**config.mk**
```make
export PLATFORM = sky130hd
export DESIGN_NAME = serial_adder
export DESIGN_NICKNAME = d
export VERILOG_FILES = /design/src/rtl/serial_adder.sv
export SDC_FILE = /design/constraint.sdc
export NUM_CORES = 1
export LEC_CHECK = 0
export ABC_AREA = 0
export BUFFER_PORTS_ARGS = -buffer_cell sky130_fd_sc_hd__buf_4
export CAP_MARGIN = 15
export CORE_MARGIN = 2
export CORE_UTILIZATION = 45
export DETAILED_ROUTE_END_ITERATION = 10
export PLACE_DENSITY_LB_ADDON = 0.12
export SLEW_MARGIN = 5
export SYNTH_ARGS = -nofsm -noshare
export SYNTH_HDL_FRONTEND = slang
export SYNTH_SLANG_ARGS = --single-unit
export TNS_END_PERCENT = 100
```
**constraint.sdc**
```tcl
create_clock -name clk -period 1.3 [get_ports clk]
set_input_delay 0.26 -clock clk [delete_from_list [all_inputs] [get_ports clk]]
set_output_delay 0.26 -clock clk [all_outputs]
set_load 0.02 [all_outputs]
```
**src/rtl/serial_adder.sv**
```systemverilog
`default_nettype none
// ============================================================================
//  Module   : serial_adder
//  Purpose  : Bit-serial adder: one full-adder cell and a carry flip-flop
//             reused over WIDTH cycles, LSB first, start/busy/done handshake.
//             Define SERIAL_ADDER_OVF_EN to add the signed-overflow output ovf.
//  Revision : 1.0  initial release
// ============================================================================
module serial_adder #(
    parameter int WIDTH = 8
) (
    input  logic             clk,
    input  logic             rst_n,
    input  logic             start,
    input  logic [WIDTH-1:0] a,
    input  logic [WIDTH-1:0] b,
    input  logic             cin,
    output logic             busy,
    output logic             done,
    output logic [WIDTH-1:0] sum,
    output logic             cout
`ifdef SERIAL_ADDER_OVF_EN
    ,
    output logic             ovf
`endif
);

    localparam int            CW   = $clog2(WIDTH + 1);
    localparam logic [CW-1:0] LAST = CW'(WIDTH - 1);

    typedef enum logic [1:0] {
        IDLE = 2'd0,
        RUN  = 2'd1,
        DONE = 2'd2
    } state_t;

    state_t           state;
    state_t           state_nxt;
    logic [WIDTH-1:0] a_sh;
    logic [WIDTH-1:0] b_sh;
    logic             carry;
    logic [CW-1:0]    cnt;
    logic [WIDTH-2:0] psum;

    logic             bit_s;
    logic             bit_c;
    logic             last;
    logic [WIDTH-1:0] psum_nxt;

    // Full-adder cell; the new sum bit enters at the MSB so that after WIDTH
    // shifts the first (LSB) result bit has reached bit 0.
    always_comb begin
        bit_s    = a_sh[0] ^ b_sh[0] ^ carry;
        bit_c    = (a_sh[0] & b_sh[0]) | (a_sh[0] & carry) | (b_sh[0] & carry);
        last     = (cnt == LAST);
        psum_nxt = {bit_s, psum};
    end

    always_ff @(posedge clk) begin
        if (!rst_n) begin
            state <= IDLE;
        end else begin
            state <= state_nxt;
        end
    end

    always_comb begin
        state_nxt = state;
        busy      = 1'b0;
        done      = 1'b0;
        case (state)
            IDLE: begin
                if (start) begin
                    state_nxt = RUN;
                end
            end
            RUN: begin
                busy = 1'b1;
                if (last) begin
                    state_nxt = DONE;
                end
            end
            DONE: begin
                done      = 1'b1;
                state_nxt = IDLE;
            end
            default: begin
                state_nxt = IDLE;
            end
        endcase
    end

    always_ff @(posedge clk) begin
        if (!rst_n) begin
            a_sh  <= '0;
            b_sh  <= '0;
            carry <= 1'b0;
            cnt   <= '0;
            psum  <= '0;
            sum   <= '0;
            cout  <= 1'b0;
`ifdef SERIAL_ADDER_OVF_EN
            ovf   <= 1'b0;
`endif
        end else begin
            case (state)
                IDLE: begin
                    if (start) begin
                        a_sh  <= a;
                        b_sh  <= b;
                        carry <= cin;
                        cnt   <= '0;
                        psum  <= '0;
                    end
                end
                RUN: begin
                    a_sh  <= a_sh >> 1;
                    b_sh  <= b_sh >> 1;
                    carry <= bit_c;
                    psum  <= psum_nxt[WIDTH-1:1];
                    cnt   <= cnt + CW'(1);
                    if (last) begin
                        sum  <= psum_nxt;
                        cout <= bit_c;
`ifdef SERIAL_ADDER_OVF_EN
                        // Carry into the MSB is the carry FF on the final bit.
                        ovf  <= carry ^ bit_c;
`endif
                    end
                end
                default: begin
                end
            endcase
        end
    end

endmodule
`default_nettype wire

```
==> out/results.ini, run 1 <==
[run_status]
outcome = finished clean

[layout]
fill_cells = 315
fin_area_sq_mm = 0.002007
multi_input_comb_area_sq_um = 778.2
seqCellArea_sq_um = 788.3
antennaDiodeCount = 0
nets = 221
area_growth_pct = 23.48
post-route-util_pct = 58.75
drive_gt1_share_pct = 32.00

[logic_synthesis]
synth.distinct_cells = 39
synthCells = 164
synth_commonest_cells = dfxtp_1 (39), nand2_1 (20), a21oi_1 (12)
synthTopCellsByArea = dfxtp_1 (48%), mux2i_1 (5.5%), a22o_1 (5.4%), nand2_1 (4.6%), a21oi_1 (3.7%)
synth_edf_count = 0
seq_area_frac_synth_pct = 48.04
yosys_warnings = 0
yosysMostFrequentCell = dfxtp_1
async_reset_ff_share_pct = 0
synth_area_sq_mm = 0.001625
avgSynthCellArea_sq_um = 9.910
syn_nets = 186
ys_ff_latch = 39
synth_top_area_cell = dfxtp_1
yosysTopAreaCellShare_pct = 48.04
synth-main-ff-cell = dfxtp_1

[clocking]
postCtsHoldBufs = 0
clk_pin_slew_ns = 0.11
clock-root-buffer = clkbuf_4
cts.sinks = 39
clockBufferDepth = 2
h-tree-depth = 2
cts_tree = built
cts_inserted_buffers = 5
clkLatencyLatePin_ns = 0.34

[routing]
drc = 0
wirelength_um = 3294
drtAntennaViolNets = 0
drtIter0Drc = 73
vias = 1334
viasPerCell = 5.423
drt_pass1_iterations = 4
wl_per_cell_um = 13.39

[sta]
min_period_over_period_pct = 99.02
relSlewSlack_pct = 79.17
setup_viol = 0
tightest_slew_ns = 0.3118
hold_violations = 0
fin_setup_tns_ns = 0
rsz0062_at_grt = yes
drv_slew = 0
skew_ns = 0.003860
min_period_ns = 1.287
max_freq_mhz = 776.8

[worst_setup_path]
arrival_ns = 1.03
endpoint = done
required_ns = 1.04
r2r-end = a_sh[6]
r2r_cells = 4
startpoint = state[1]
crit_path_end_kind = primary output
start_kind = flop
reg2reg_slack_ns = 0.08
worstPathCellList = inv_2 > nor2_1 > buf_4
timing.rr.start = state[1]
path_max_fanout = 8
cp_slowest_cell = dfxtp_2
path_class = reg -> out
cpPeakStageDelay_ns = 0.38

[floorplan]
initial_core_util_pct = 47.58
die_h_um = 64.10
ioPinCount = 31
core_region_area_sq_mm = 0.003416
die_w_um = 64.10
die-area_sq_mm = 0.004109
rows = 21

[global_route]
grt_pass1_wl_um = 5416
grt_pass1_vias = 1162
grtUsageTotal_pct = 16.87
antenna_found_initial = 0
grt_max_degree = 30
overflow = 0

[placement]
numPortBuffers = 30
post-dp-hpwl_um = 2411
routabilityCongestion = 0.8670
place_area_sq_mm = 0.001922

[power]
total_power_mw = 2.220
power.density_mw_per_mm2 = 1106
power.leakage_nw = 0.7967
ir_drop_mv = 0.7244

[worst_hold_path]
hold_class = in -> reg

[run]
drv_cap = 0

==> cells in the final DEF (no fill, tap or decap), types with 3 or more instances in the layout <==
master,instances
a21oi_1,12
a221o_1,3
a22o_1,10
buf_4,38
clkbuf_4,5
dfxtp_1,35
dfxtp_2,3
mux2i_1,9
nand2_1,20
o21ai_0,7
o21ai_1,4
o221ai_1,6
o22ai_1,7
or3b_2,5
==> kinds of logic after synthesis <==
group | after synthesis | share of synthesized area, %
compound gates | 54 | 23.02
fa+ha+maj | 2 | 2.001
mux | 9 | 5.543
flops | 39 | 48.04
buf+inv | 15 | 5.157
simple gates | 45 | 16.24
==> worst min path at each step <==
stage	from	to	slack [ns]	depth (start not counted)
floorplan	a[7]	a_sh[7]	0.39	1
global placement	sum[0]	sum[0]	0.44	2
detailed placement	sum[2]	sum[2]	0.45	2
CTS	b[7]	b_sh[7]	0.11	2
global route	b[7]	b_sh[7]	0.10	2
finish	b[7]	b_sh[7]	0.12	2
==> sequential cells by signal (all words and copies together) (netlist names) <==
register,flops
sum,8
psum,7
cout,1
state,2
a_sh,8
cnt,4
carry,1
b_sh,8
==> through the flow <==
step | setup WS [ns] | cells | hold WS (ns)
global placement | 0.07047 | 237 | 0.4448
CTS | -0.0008510 | 245 | 0.1114
detailed placement | 0.01570 | 237 | 0.4489
floorplan | -0.003559 | 164 | 0.3855
global route | -0.03880 | 246 | 0.1047
finish | 0.01268 | 246 | 0.1214
==> layout make-up <==
| cell class | instances | share of cell area [%] |
|---|---|---|
| tap | 46 | 2.868 |
| clock inverter | 1 | 0.2494 |
| timing repair buffer | 40 | 15.77 |
| clock buffer | 7 | 2.244 |
| multi-input combinational | 110 | 38.78 |
| sequential | 39 | 39.28 |
| inverter | 3 | 0.8105 |
==> critical path, delay by kind of cell (launching register included) <==
family                 cells  cell delay (ns)
flip-flops                 1             0.38
buffers and inverters      2             0.22
AND/OR/NAND/NOR            1             0.09
==> power breakdown <==
group | switching, mW | internal, mW | total [mW]
combinational | 0.151 | 0.162 | 0.313
sequential | 0.0583 | 1.27 | 1.32
clock | 0.372 | 0.211 | 0.583
total | 0.582 | 1.64 | 2.22
==> repair_timing <==
item | CTS | global route
resized for setup | 9 | 4
setup endpoints to repair | 4 | 12
setup buffers | 2 | 1
pin swaps | 3 | 1
==> per-layer routing <==
metal	vias up	wire, um	track usage [%]
met2	37	1427	25.13
li1	674	-	-
met4	0	43	4.787
met1	618	1599	23.17
met5	-	0	0
met3	5	224	5.810
No activity file was read; power rests on OpenSTA's default activity.
==> run 2: changes to the inputs <==
--- a/config.mk
+++ b/config.mk
@@ -12,6 +12,7 @@
 export CORE_UTILIZATION = 45
 export DETAILED_ROUTE_END_ITERATION = 10
 export PLACE_DENSITY_LB_ADDON = 0.12
+export RECOVER_POWER = 50
 export SLEW_MARGIN = 5
 export SYNTH_ARGS = -nofsm -noshare
 export SYNTH_HDL_FRONTEND = slang
==> out/results.ini, run 2 (synthesis results as in run 1) <==
[run_status]
outcome = finished clean

[sta]
relSlewSlack_pct = 78.93  ; -0.24 points
fin_setup_tns_ns = 0  ; unchanged
min_period_over_period_pct = 99.33  ; +0.30 points
max_freq_mhz = 774.4  ; -0.31%
min_period_ns = 1.291  ; +0.003945 ns
setup_ws_ns = 0.008735  ; -0.003945 ns
tightest_slew_ns = 0.3154  ; +0.003618 ns
setup_viol = 0  ; unchanged
rsz0062_at_grt = yes
drv_slew = 0  ; unchanged
skew_ns = 0.003253  ; -0.0006066 ns
hold_violations = 0  ; unchanged

[layout]
drive_gt1_share_pct = 26.50  ; -5.5 points
fin_area_sq_mm = 0.001966  ; -2.1%
final_cells = 246  ; unchanged
reg.largest.list = a_sh (8), b_sh (8), sum (8)
mostFrequentLayoutCell = dfxtp_1
final_cell_mix = dfxtp_1 (35), buf_4 (27), nand2_1 (20), clkbuf_1 (13), a21oi_1 (12)
nets = 221  ; unchanged
fill_cells = 331  ; +5.1%
area_growth_pct = 20.94
antennaDiodeCount = 0  ; unchanged

[routing]
drt_pass1_iterations = 4  ; unchanged
wl_per_cell_um = 13.52  ; +0.94%
drtIter0Drc = 64  ; -12%
wirelength_um = 3325  ; +0.94%
drc = 0  ; unchanged
drtAntennaViolNets = 0  ; unchanged
vias = 1357  ; +1.7%
viasPerCell = 5.516  ; +1.7%

[placement]
numPortBuffers = 30  ; unchanged
place_area_sq_mm = 0.001922  ; unchanged
post-dp-hpwl_um = 2411  ; unchanged
dp_slack_ns = 0.01570  ; unchanged
routabilityCongestion = 0.8670  ; unchanged
numPlacedInstances = 237  ; unchanged

[floorplan]
ioPinCount = 31  ; unchanged
initial_core_util_pct = 47.58  ; unchanged
die_h_um = 64.10  ; unchanged
core_region_area_sq_mm = 0.003416  ; unchanged
die-area_sq_mm = 0.004109  ; unchanged
rows = 21  ; unchanged
die_w_um = 64.10  ; unchanged

[power]
switching_power_mw = 0.5850  ; +0.56%
intPower_mw = 1.633  ; -0.33%
power.leakage_nw = 0.7507  ; -5.8%
p_seq_share_pct = 59.6  ; about the same
clockPowerShare_pct = 26.4  ; about the same
ir_drop_mv = 0.7227  ; -0.24%
p_comb_share_pct = 13.9  ; -0.2 points
power.density_mw_per_mm2 = 1128  ; +2.0%
swShare_pct = 26.38  ; +0.17 points

[worst_setup_path]
start_kind = flop
arrival_ns = 1.03  ; about the same
path_class = reg -> out
required_ns = 1.04  ; about the same
path_max_fanout = 8  ; unchanged
crit_path_end_kind = primary output
cpPeakStageDelay_ns = 0.38  ; about the same
cp_slowest_cell = dfxtp_2
worstPathCellList = inv_2 > nor2_1 > buf_4

[global_route]
grt_pass1_vias = 1162  ; unchanged
grt_pass1_wl_um = 5416  ; unchanged
antenna_found_initial = 0  ; unchanged
overflow = 0  ; unchanged
grtUsageTotal_pct = 16.87  ; unchanged
grt_max_degree = 30  ; unchanged

[clocking]
cts_inserted_buffers = 5  ; unchanged
clk_pin_slew_ns = 0.11  ; about the same
h-tree-depth = 2  ; unchanged
cts.sinks = 39  ; unchanged
postCtsHoldBufs = 0  ; unchanged
cts_tree = built
clockBufferDepth = 2  ; unchanged
clkLatencyLatePin_ns = 0.34  ; about the same
clock-root-buffer = clkbuf_4

[run]
drv_cap = 0  ; unchanged

[worst_hold_path]
hold_class = in -> reg

## run 2: cell types whose count changed in the layout (fill, tap and decap cells not counted), sizes merged
cell and delta:
buf -11, clkbuf +11
## run 2: power by group through the flow
stage	Sequential (mW)	Combinational [mW]	Clock, mW
3_3_place_gp	1.34	0.307	0
3_5_place_dp	1.34	0.312	0
5_1_grt	1.33	0.344	0.654
2_1_floorplan	1.33	0.219	0
6_report	1.32	0.309	0.586
4_1_cts	1.32	0.314	0.604
## run 2: final timing paths
path | from | end | slack (ns) | cells past startpoint
max reg2reg | cnt[0] | cnt[3] | 0.07 | 4
max | state[1] | done | 0.009 | 3
min reg2reg | sum[2] | sum[2] | 0.46 | 2
min | b[7] | b_sh[7] | 0.12 | 2
## run 2: stage by stage
stage / power, mW / hold WS (ns) / utilization [%]
after CTS: 2.237 / 0.1114 / 58.10
after global routing: 2.333 / 0.1047 / 57.55
after floorplan: 1.547 / 0.3855 / -
final: 2.218 / 0.1199 / 57.55
after detailed placement: 1.657 / 0.4489 / 56.26
after global placement: 1.651 / 0.4448 / 56.26
## run 2: critical path, delay by kind of cell (launching register included)
family	cells	cell delay (ns)
and+or+nand+nor	1	0.09
buffers and inverters	2	0.22
DFF	1	0.38
## run 2: layer usage
| layer | routed length (um) | GRT usage, % | vias to the layer above |
|---|---|---|---|
| met5 | 0 | 0 | - |
| met4 | 43 | 4.787 | 0 |
| met3 | 218 | 5.810 | 5 |
| met2 | 1442 | 25.13 | 43 |
| met1 | 1620 | 23.17 | 635 |
| li1 | - | - | 674 |
## run 2: repair_timing
| item | 4_1_cts | 5_1_grt |
|---|---|---|
| gates resized for setup | 9 | 4 |
| endpoints found under the setup margin | 4 | 12 |
| gates cloned | 0 | 0 |
| hold endpoints to repair | 0 | 0 |
| setup buffers | 2 | 1 |
| pin swaps | 3 | 1 |
## run 2: area by class of cell
class                           count  area (sq um)  share of cell area [%]
Sequential cell                    39         788.3                   40.10
Tap cell                           46         57.56                   2.928
Multi-Input combinational cell    110         778.2                   39.59
Timing Repair Buffer               40         275.3                   14.00
Clock buffer                        7         45.04                   2.292
Inverter                            3         16.27                  0.8275
Clock inverter                      1         5.005                  0.2546
